<file path="src/rtl/rx_decoder.sv">
// USB full-speed receive front end: NRZI decode, bit unstuffing, SYNC/PID
// recognition, byte assembly and EOP detection for the packet-reception FSM.
module rx_decoder (
  input  logic       clk,
  input  logic       nRST,
  input  logic       bit_strobe,
  input  logic       dp,
  input  logic       dm,
  output logic       byte_valid,
  output logic [7:0] rx_data,
  output logic       is_sync,
  output logic [3:0] pid,
  output logic       pid_valid,
  output logic       rx_eop,
  output logic       rx_err,
  output logic       rx_active
);

  typedef enum logic [2:0] {
    S_IDLE,
    S_SYNC,
    S_PID,
    S_DATA,
    S_ERROR
  } state_t;

  state_t     r_state, w_state_nxt;
  logic       r_prev_k, w_prev_k_nxt;   // last J/K line state, 1 = K
  logic [7:0] r_shift, w_shift_nxt;
  logic [2:0] r_bit_cnt, w_bit_cnt_nxt;
  logic [2:0] r_ones, w_ones_nxt;
  logic       r_se0, w_se0_nxt;
  logic [2:0] r_jcnt, w_jcnt_nxt;
  logic       r_byte_valid, w_byte_valid_nxt;
  logic [7:0] r_rx_data, w_rx_data_nxt;
  logic       r_is_sync, w_is_sync_nxt;
  logic [3:0] r_pid, w_pid_nxt;
  logic       r_pid_valid, w_pid_valid_nxt;
  logic       r_rx_eop, w_rx_eop_nxt;
  logic       r_rx_err, w_rx_err_nxt;
  logic       r_rx_active, w_rx_active_nxt;

  logic       w_is_j, w_is_k, w_is_se0, w_is_se1, w_bit, w_err;
  logic [7:0] w_shift_in;
  logic [2:0] w_ones_inc;

  assign w_is_j     = (dp == 1'b1) && (dm == 1'b0);
  assign w_is_k     = (dp == 1'b0) && (dm == 1'b1);
  assign w_is_se0   = (dp == 1'b0) && (dm == 1'b0);
  assign w_is_se1   = (dp == 1'b1) && (dm == 1'b1);
  assign w_bit      = w_is_k ~^ r_prev_k;
  assign w_shift_in = {w_bit, r_shift[7:1]};
  assign w_ones_inc = (r_ones == 3'd6) ? 3'd6 : r_ones + 3'd1;

  // NOTE: every variable gets its hold/idle value first so no path through the case infers a latch.
  always_comb begin
    w_state_nxt      = r_state;
    w_prev_k_nxt     = r_prev_k;
    w_shift_nxt      = r_shift;
    w_bit_cnt_nxt    = r_bit_cnt;
    w_ones_nxt       = r_ones;
    w_se0_nxt        = r_se0;
    w_jcnt_nxt       = r_jcnt;
    w_byte_valid_nxt = 1'b0;
    w_rx_data_nxt    = r_rx_data;
    w_is_sync_nxt    = 1'b0;
    w_pid_nxt        = r_pid;
    w_pid_valid_nxt  = 1'b0;
    w_rx_eop_nxt     = 1'b0;
    w_rx_err_nxt     = 1'b0;
    w_rx_active_nxt  = r_rx_active;
    w_err            = 1'b0;

    if (bit_strobe) begin
      if (w_is_j || w_is_k) w_prev_k_nxt = w_is_k;
      case (r_state)
        S_IDLE: begin
          if (w_is_k) begin
            w_state_nxt     = S_SYNC;
            w_rx_active_nxt = 1'b1;
            w_shift_nxt     = w_shift_in;
            w_bit_cnt_nxt   = 3'd1;
            w_ones_nxt      = 3'd0;
            w_se0_nxt       = 1'b0;
          end
        end
        S_SYNC: begin
          if (w_is_j || w_is_k) begin
            w_shift_nxt   = w_shift_in;
            w_ones_nxt    = w_bit ? w_ones_inc : 3'd0;
            w_bit_cnt_nxt = r_bit_cnt + 3'd1;
            if (r_bit_cnt == 3'd7) begin
              if (w_shift_in == 8'h80) begin
                w_byte_valid_nxt = 1'b1;
                w_is_sync_nxt    = 1'b1;
                w_rx_data_nxt    = 8'h80;
                w_state_nxt      = S_PID;
              end else begin
                w_err = 1'b1;
              end
            end
          end else begin
            w_err = 1'b1;
          end
        end
        S_PID, S_DATA: begin
          if (w_is_se1) begin
            w_err = 1'b1;
          end else if (w_is_se0) begin
            w_se0_nxt = 1'b1;
          end else if (r_se0) begin
            if (w_is_j) begin
              // Leftover dribble bits in the shifter are simply dropped here.
              w_byte_valid_nxt = 1'b1;
              w_rx_eop_nxt     = 1'b1;
              w_rx_data_nxt    = 8'h00;
              w_rx_active_nxt  = 1'b0;
              w_state_nxt      = S_IDLE;
              w_se0_nxt        = 1'b0;
              w_bit_cnt_nxt    = 3'd0;
              w_ones_nxt       = 3'd0;
            end else begin
              w_err = 1'b1;
            end
          end else if (r_ones == 3'd6) begin
            if (w_bit) w_err = 1'b1;
            else       w_ones_nxt = 3'd0;
          end else begin
            w_ones_nxt    = w_bit ? w_ones_inc : 3'd0;
            w_shift_nxt   = w_shift_in;
            w_bit_cnt_nxt = r_bit_cnt + 3'd1;
            if (r_bit_cnt == 3'd7) begin
              if (r_state == S_DATA) begin
                w_byte_valid_nxt = 1'b1;
                w_rx_data_nxt    = w_shift_in;
              end else if (w_shift_in[7:4] == ~w_shift_in[3:0]) begin
                w_byte_valid_nxt = 1'b1;
                w_pid_valid_nxt  = 1'b1;
                w_pid_nxt        = w_shift_in[3:0];
                w_rx_data_nxt    = w_shift_in;
                w_state_nxt      = S_DATA;
              end else begin
                w_err = 1'b1;
              end
            end
          end
        end
        S_ERROR: begin
          if (w_is_j) begin
            if (r_se0 || (r_jcnt == 3'd7)) begin
              w_state_nxt     = S_IDLE;
              w_rx_active_nxt = 1'b0;
              w_jcnt_nxt      = 3'd0;
            end else begin
              w_jcnt_nxt = r_jcnt + 3'd1;
            end
            w_se0_nxt = 1'b0;
          end else if (w_is_se0) begin
            w_se0_nxt  = 1'b1;
            w_jcnt_nxt = 3'd0;
          end else begin
            w_se0_nxt  = 1'b0;
            w_jcnt_nxt = 3'd0;
          end
        end
        default: w_state_nxt = S_IDLE;
      endcase

      if (w_err) begin
        w_state_nxt  = S_ERROR;
        w_rx_err_nxt = 1'b1;
        w_se0_nxt    = 1'b0;
        w_jcnt_nxt   = 3'd0;
      end
    end
  end

  // NOTE: state registers use non-blocking assignment so every flop samples pre-edge values.
  always_ff @(posedge clk or negedge nRST) begin
    if (!nRST) begin
      r_state      <= S_IDLE;
      r_prev_k     <= 1'b0;
      r_shift      <= 8'h00;
      r_bit_cnt    <= 3'd0;
      r_ones       <= 3'd0;
      r_se0        <= 1'b0;
      r_jcnt       <= 3'd0;
      r_byte_valid <= 1'b0;
      r_rx_data    <= 8'h00;
      r_is_sync    <= 1'b0;
      r_pid        <= 4'h0;
      r_pid_valid  <= 1'b0;
      r_rx_eop     <= 1'b0;
      r_rx_err     <= 1'b0;
      r_rx_active  <= 1'b0;
    end else begin
      r_state      <= w_state_nxt;
      r_prev_k     <= w_prev_k_nxt;
      r_shift      <= w_shift_nxt;
      r_bit_cnt    <= w_bit_cnt_nxt;
      r_ones       <= w_ones_nxt;
      r_se0        <= w_se0_nxt;
      r_jcnt       <= w_jcnt_nxt;
      r_byte_valid <= w_byte_valid_nxt;
      r_rx_data    <= w_rx_data_nxt;
      r_is_sync    <= w_is_sync_nxt;
      r_pid        <= w_pid_nxt;
      r_pid_valid  <= w_pid_valid_nxt;
      r_rx_eop     <= w_rx_eop_nxt;
      r_rx_err     <= w_rx_err_nxt;
      r_rx_active  <= w_rx_active_nxt;
    end
  end

  assign byte_valid = r_byte_valid;
  assign rx_data    = r_rx_data;
  assign is_sync    = r_is_sync;
  assign pid        = r_pid;
  assign pid_valid  = r_pid_valid;
  assign rx_eop     = r_rx_eop;
  assign rx_err     = r_rx_err;
  assign rx_active  = r_rx_active;

endmodule

</file>
<file path="config.mk">
export PLATFORM = sky130hd
export DESIGN_NAME = rx_decoder
export DESIGN_NICKNAME = d
export VERILOG_FILES = /design/src/rtl/rx_decoder.sv
export SDC_FILE = /design/constraint.sdc
export NUM_CORES = 1
export LEC_CHECK = 0
export BUFFER_PORTS_ARGS = -buffer_cell sky130_fd_sc_hd__buf_2
export CAP_MARGIN = 25
export CORE_ASPECT_RATIO = 1.25
export CORE_MARGIN = 4
export CORE_UTILIZATION = 45
export DETAILED_ROUTE_END_ITERATION = 12
export PLACE_DENSITY = 0.74
export SLEW_MARGIN = 20
export SYNTH_ARGS = -nofsm -noshare
export SYNTH_HDL_FRONTEND = slang
export SYNTH_SLANG_ARGS = --single-unit
</file>
<file path="constraint.sdc">
create_clock -name clk -period 2 [get_ports clk]
set_clock_uncertainty 0.1 [all_clocks]
set_input_delay 0.2 -clock clk [delete_from_list [all_inputs] [get_ports clk]]
set_output_delay 0.2 -clock clk [all_outputs]
set_load 0.1 [all_outputs]
</file>
Word level (Yosys, flattened, before mapping)
Index checks and enable logic that the tools add are counted.
Storage, ports and cells
  flip-flop bits (word level): 40
  input port bits: 5
  output and inout port bits: 18
  word-level logic and storage cells: 204
Cells by class
  $add $sub $neg: 3
  eq/ne operators: 39
  mux-type cells: 115
  bitwise operators: 9
  reductions and logical operators: 23
Operators with widths (number)
  2-to-1 mux 8 bit: 17
  2-to-1 mux 3 bit: 33
  2-to-1 mux 1 bit: 56
  inequality test 3 bit, second input constant: 11
  inequality test 4 bit, second input constant: 7
  inequality test 2 bit, second input constant: 12
  case mux 8 bit (3 select lines): 1
  AND reduction 8 bit: 3
  case mux 3 bit (3 select lines): 2
  AND reduction 9 bit: 2
  case mux 8 bit (2 select lines): 1
  AND reduction 14 bit: 1
  equality test 3 bit, second input constant: 4
  case mux 3 bit (4 select lines): 1
  AND reduction 11 bit: 1
  adder 3 x 1 -> 3 bit, second input constant: 3
  equality test 8 bit, second input constant: 1
  inverter 1 bit: 7
  equality test 3 x 2 -> 1 bit, second input constant: 2
  case mux 1 bit (3 select lines): 2
  nonzero test 3 bit: 2
  equality test 4 bit: 1
  logical AND 1 bit: 4
  inverter 4 bit: 1
  other kinds (10): 14

Logic depth before layout (Yosys ltp)
  depth after elaboration: 15
  gate-level depth with buffers: 8
  depth with buffers taken out: 7

Least setup slack after synthesis
OpenSTA, ideal clock, no wires.
  path kind: register to register
  start point: register r_bit_cnt[0]
  end point: register r_pid[0], in the netlist pid[0]
  setup time: 0.125 ns
  arrival: 1.881 ns
  required time: 1.775 ns
  slack: -0.107 ns
  stages on the path, launching flop included: 7
  buffers on the path: 0
  period minus slack after synthesis: 2.107 ns
  cells stage by stage: dfrtp_1 ha_1 ha_1 a21boi_0 nand3b_4 nor4_4 mux2_2
On the way
  longest elaborated chain between the ends: 2
Ends and longest elaborated chain
  start, declared: RTL line 30  | logic [2:0] r_bit_cnt, w_bit_cnt_nxt;
  start signal, assigned: RTL line 200  | r_bit_cnt <= w_bit_cnt_nxt;
  equality test 3 bit: RTL line 132  | if (r_bit_cnt == 3'd7) begin
  AND reduction 9 bit (no line)
  end signal, assigned: RTL line 207  | r_pid <= w_pid_nxt;
  end, declared: RTL line 37  | logic [3:0] r_pid, w_pid_nxt;
No other way between the ends.
A chain may end at the register's enable or synchronous reset.

Worst setup path after layout
  start point: register r_shift[3]
  end point: register r_pid[2], in the netlist pid[2]
On the way
  longest elaborated chain between the ends: 3
Ends and longest elaborated chain
  start, declared: RTL line 29  | logic [7:0] r_shift, w_shift_nxt;
  start signal, assigned: RTL line 199  | r_shift <= w_shift_nxt;
  inverter 4 bit: RTL line 136  | end else if (w_shift_in[7:4] == ~w_shift_in[3:0]) begin
  equality test 4 bit: RTL line 136
  AND reduction 9 bit (no line)
Several ways; a longest one is shown, not always the timed one.

==> results_dict.tcl <==
set metrics [dict create \
    grt_pass1_vias 1913 \
    grt_overflow 0 \
    synth_simple_gate_area_share_pct 17.7 \
    setup_viol 6 \
    cts_inserted_buffers 5 \
    async_reset_ff_share_pct 100 \
    cts_tree "built" \
    drive_gt1_share_pct 47.5 \
    drt_iter0_drc 118 \
    synth_top_area_cell "dfrtp_1" \
    yosysMostFrequentCell "dfrtp_1" \
    gp_congestion 0.974 \
    synth_compound_area_share_pct 11.9 \
    die_w_um 70.9 \
    rows 28 \
    dp.cells 340 \
    muxShareOfSynthArea_pct 12.7 \
    peakVddDrop_mv 0.785 \
    synth-edff-count 0 \
    viasPerCell 5.37 \
    numPortBuffers 22 \
    synth_area_leaders "dfrtp_1 44%, mux2_2 7.1%, ha_1 5.6%" \
    rsz0062_at_grt "true" \
    dieHeight_um 86.6 \
    period_share_pct 103 \
    power_per_cell_area_nw_per_um2 1460 \
    drc 0 \
    drtAntennaViolNets 0 \
    final_nets 311 \
    clkTransAtPathRegs_ns 0.08 \
    synth_flop_cell "dfrtp_1" \
    required_ns 2.08 \
    drt_pass1_iterations 4 \
    grt_max_degree 40 \
    grt_pass1_wl_mm 9.40 \
    cts-root-buf "clkbuf_8" \
    clock-sinks 39 \
    criticalPathCategory "flop to flop" \
    leakagePower_nw 1.61 \
    syn-num-nets 226 \
    syn_inst 211 \
    maxSlewViolCount 0 \
    synth_commonest_cells "39 x dfrtp_1, 22 x nand2_1, 18 x inv_1, 14 x mux2_2, 11 x mux2i_1" \
    post-dp-hpwl_mm 4.09 \
    area_growth_pct 43.2 \
    regToRegSetupSlack_ns -0.06 \
    num_antenna_cells 0 \
    synth_xor_area_share_pct 2.98 \
    synth_top_area_share_pct 43.8 \
    drv_cap 0 \
    relSlewSlack_pct 67.5 \
    syn_area_sq_um 2230 \
    hold_path_class "input pin to flop" \
    start_util_pct 46.7 \
    wl_mm 5.73 \
    violations "negative setup slack" \
    end_kind "flop" \
    layout.cells.non_filler 357 \
    post-place-ws_ns -0.171 \
    synth-seq-cells 39 \
    avgSynthCellArea_sq_um 10.5 \
    tightest_slew_ns 0.490 \
    clk_latency_ns 0.29 \
    hold_viol 0 \
    pin_count 23 \
    clock_tree.buffer_depth 2 \
    fmax_ghz 0.486 \
    status "finished with violations" \
    dieArea_sq_um 6140 \
    setup_slack_ns -0.0582 \
    synth_cell_types 53 \
    antenna_found_initial 0 \
    synth_fa_ha_area_share_pct 5.62 \
    arrival_ns 2.14 \
    min_period_ns 2.06 \
    ys_seq_area_share_pct 43.8 \
    synth_warnings 0 \
    htreeDepth 2 \
    synth_top_family_by_area "simple AND/OR/NAND/NOR gates" \
    via_count 1916 \
    cp-start-kind "flop" \
    grt_usage_pct 19.5 \
    core-area_sq_um 4760 \
    wl_per_cell_um 16.1 \
    crit_fanout 4 \
]
==> layout by cell type, fill, tap and decap left out, types with 5 or more instances in the layout <==
| cell type | netlist | layout |
|---|---|---|
| ha_1 | 10 | 5 |
| mux2_2 | 14 | 10 |
| mux2_4 | 1 | 5 |
| nand3_1 | 6 | 5 |
| nor2_1 | 9 | 9 |
| dfrtp_1 | 39 | 36 |
| buf_2 | 3 | 22 |
| clkbuf_8 | 0 | 5 |
| buf_4 | 1 | 56 |
| nand2_1 | 22 | 22 |
| mux2i_1 | 11 | 11 |
| o21ai_0 | 9 | 7 |
| inv_1 | 18 | 18 |
| a21oi_1 | 10 | 8 |
==> registers in the layout (all words and copies together), names as in the netlist, 3 cells and up <==
| signal | count |
|---|---|
| r_jcnt | 3 |
| r_ones | 3 |
| pid | 4 |
| r_state | 3 |
| rx_data | 8 |
| r_bit_cnt | 3 |
| r_shift | 7 |
==> cell families (layout without fill, tap and decap cells) <==
logic type,count (synthesis),in the layout
fa+ha+maj,10,10
simple gates,67,67
xor+xnor,6,6
compound gates,38,38
buf+inv,25,111
mux,26,26
flops,39,39
==> critical path: stages, from the launching register on <==
cell and delay [ns]:
dfrtp_1 0.44, xor2_1 0.28, nand4_4 0.17, buf_6 0.15, nand3b_4 0.18, nor4_4 0.14
buf_4 0.18, mux2_4 0.30
==> metrics by stage <==
stage / setup TNS, ns / area, sq um / hold slack, ns / utilization, % / total power, W
after global placement: -1.24 / 2840 / 0.0809 / 59.6 / 0.00353
after global routing: -1.23 / 3190 / 0.283 / 66.9 / 0.00494
after CTS: 0 / 3030 / 0.246 / 63.7 / 0.00444
final: -0.255 / 3190 / 0.264 / 66.9 / 0.00467
after detailed placement: -2.17 / 2840 / 0.0848 / 59.6 / 0.00356
after floorplan: -0.242 / 2250 / -0.196 / - / 0.00277
==> metal layers <==
metal / up-vias / track usage (%) / part of all wire [%]
li1: 925 / - / -
met2: 72 / 34.0 / 53
met3: 19 / 4.06 / 5.4
met1: 900 / 22.6 / 38
met4: 0 / 9.40 / 3.9
met5: - / 0 / 0
==> what timing repair did <==
item / CTS / global route
endpoints found under the setup margin: 20 / 22
hold buffers: 1 / 0
setup buffers: 3 / 8
hold endpoints to repair: 39 / 0
gates resized for setup: 12 / 21
pin swaps: 7 / 4
cloned: 0 / 0
==> cell type report <==
class | count | area, sq um
clock buffers | 6 | 72.6
clock inverters | 2 | 60.1
fillers | 356 | 1580
inverters | 18 | 67.6
multi-input cells | 147 | 1300
flip-flops and latches | 39 | 980
well taps | 60 | 75.1
repair buffers | 85 | 634
==> final timing paths <==
| check | depth (start not counted) | startpoint | to |
|---|---|---|---|
| max | 7 | r_shift[3]$_DFFE_PN0P_ | pid[2]$_DFFE_PN0P_ |
| min | 3 | bit_strobe | pid_valid$_DFF_PN0_ |
| max reg2reg | 7 | r_shift[3]$_DFFE_PN0P_ | pid[2]$_DFFE_PN0P_ |
| min reg2reg | 1 | r_jcnt[0]$_DFFE_PN0P_ | r_jcnt[0]$_DFFE_PN0P_ |
| max in group asynchronous | 3 | nRST | r_prev_k$_DFFE_PN0P_ |
| min in group asynchronous | 3 | nRST | pid_valid$_DFF_PN0_ |
==> report_power, final <==
| group | internal, W | total, W | switching, W | leakage [nW] |
|---|---|---|---|---|
| Sequential | 0.00104 | 0.00131 | 0.000271 | 0.474 |
| Clock | 0.000499 | 0.000775 | 0.000276 | 0.0654 |
| Combinational | 0.00111 | 0.00258 | 0.00148 | 1.07 |
| Total | 0.00265 | 0.00467 | 0.00202 | 1.61 |
Note: power is estimated with default switching activity, not from simulation.
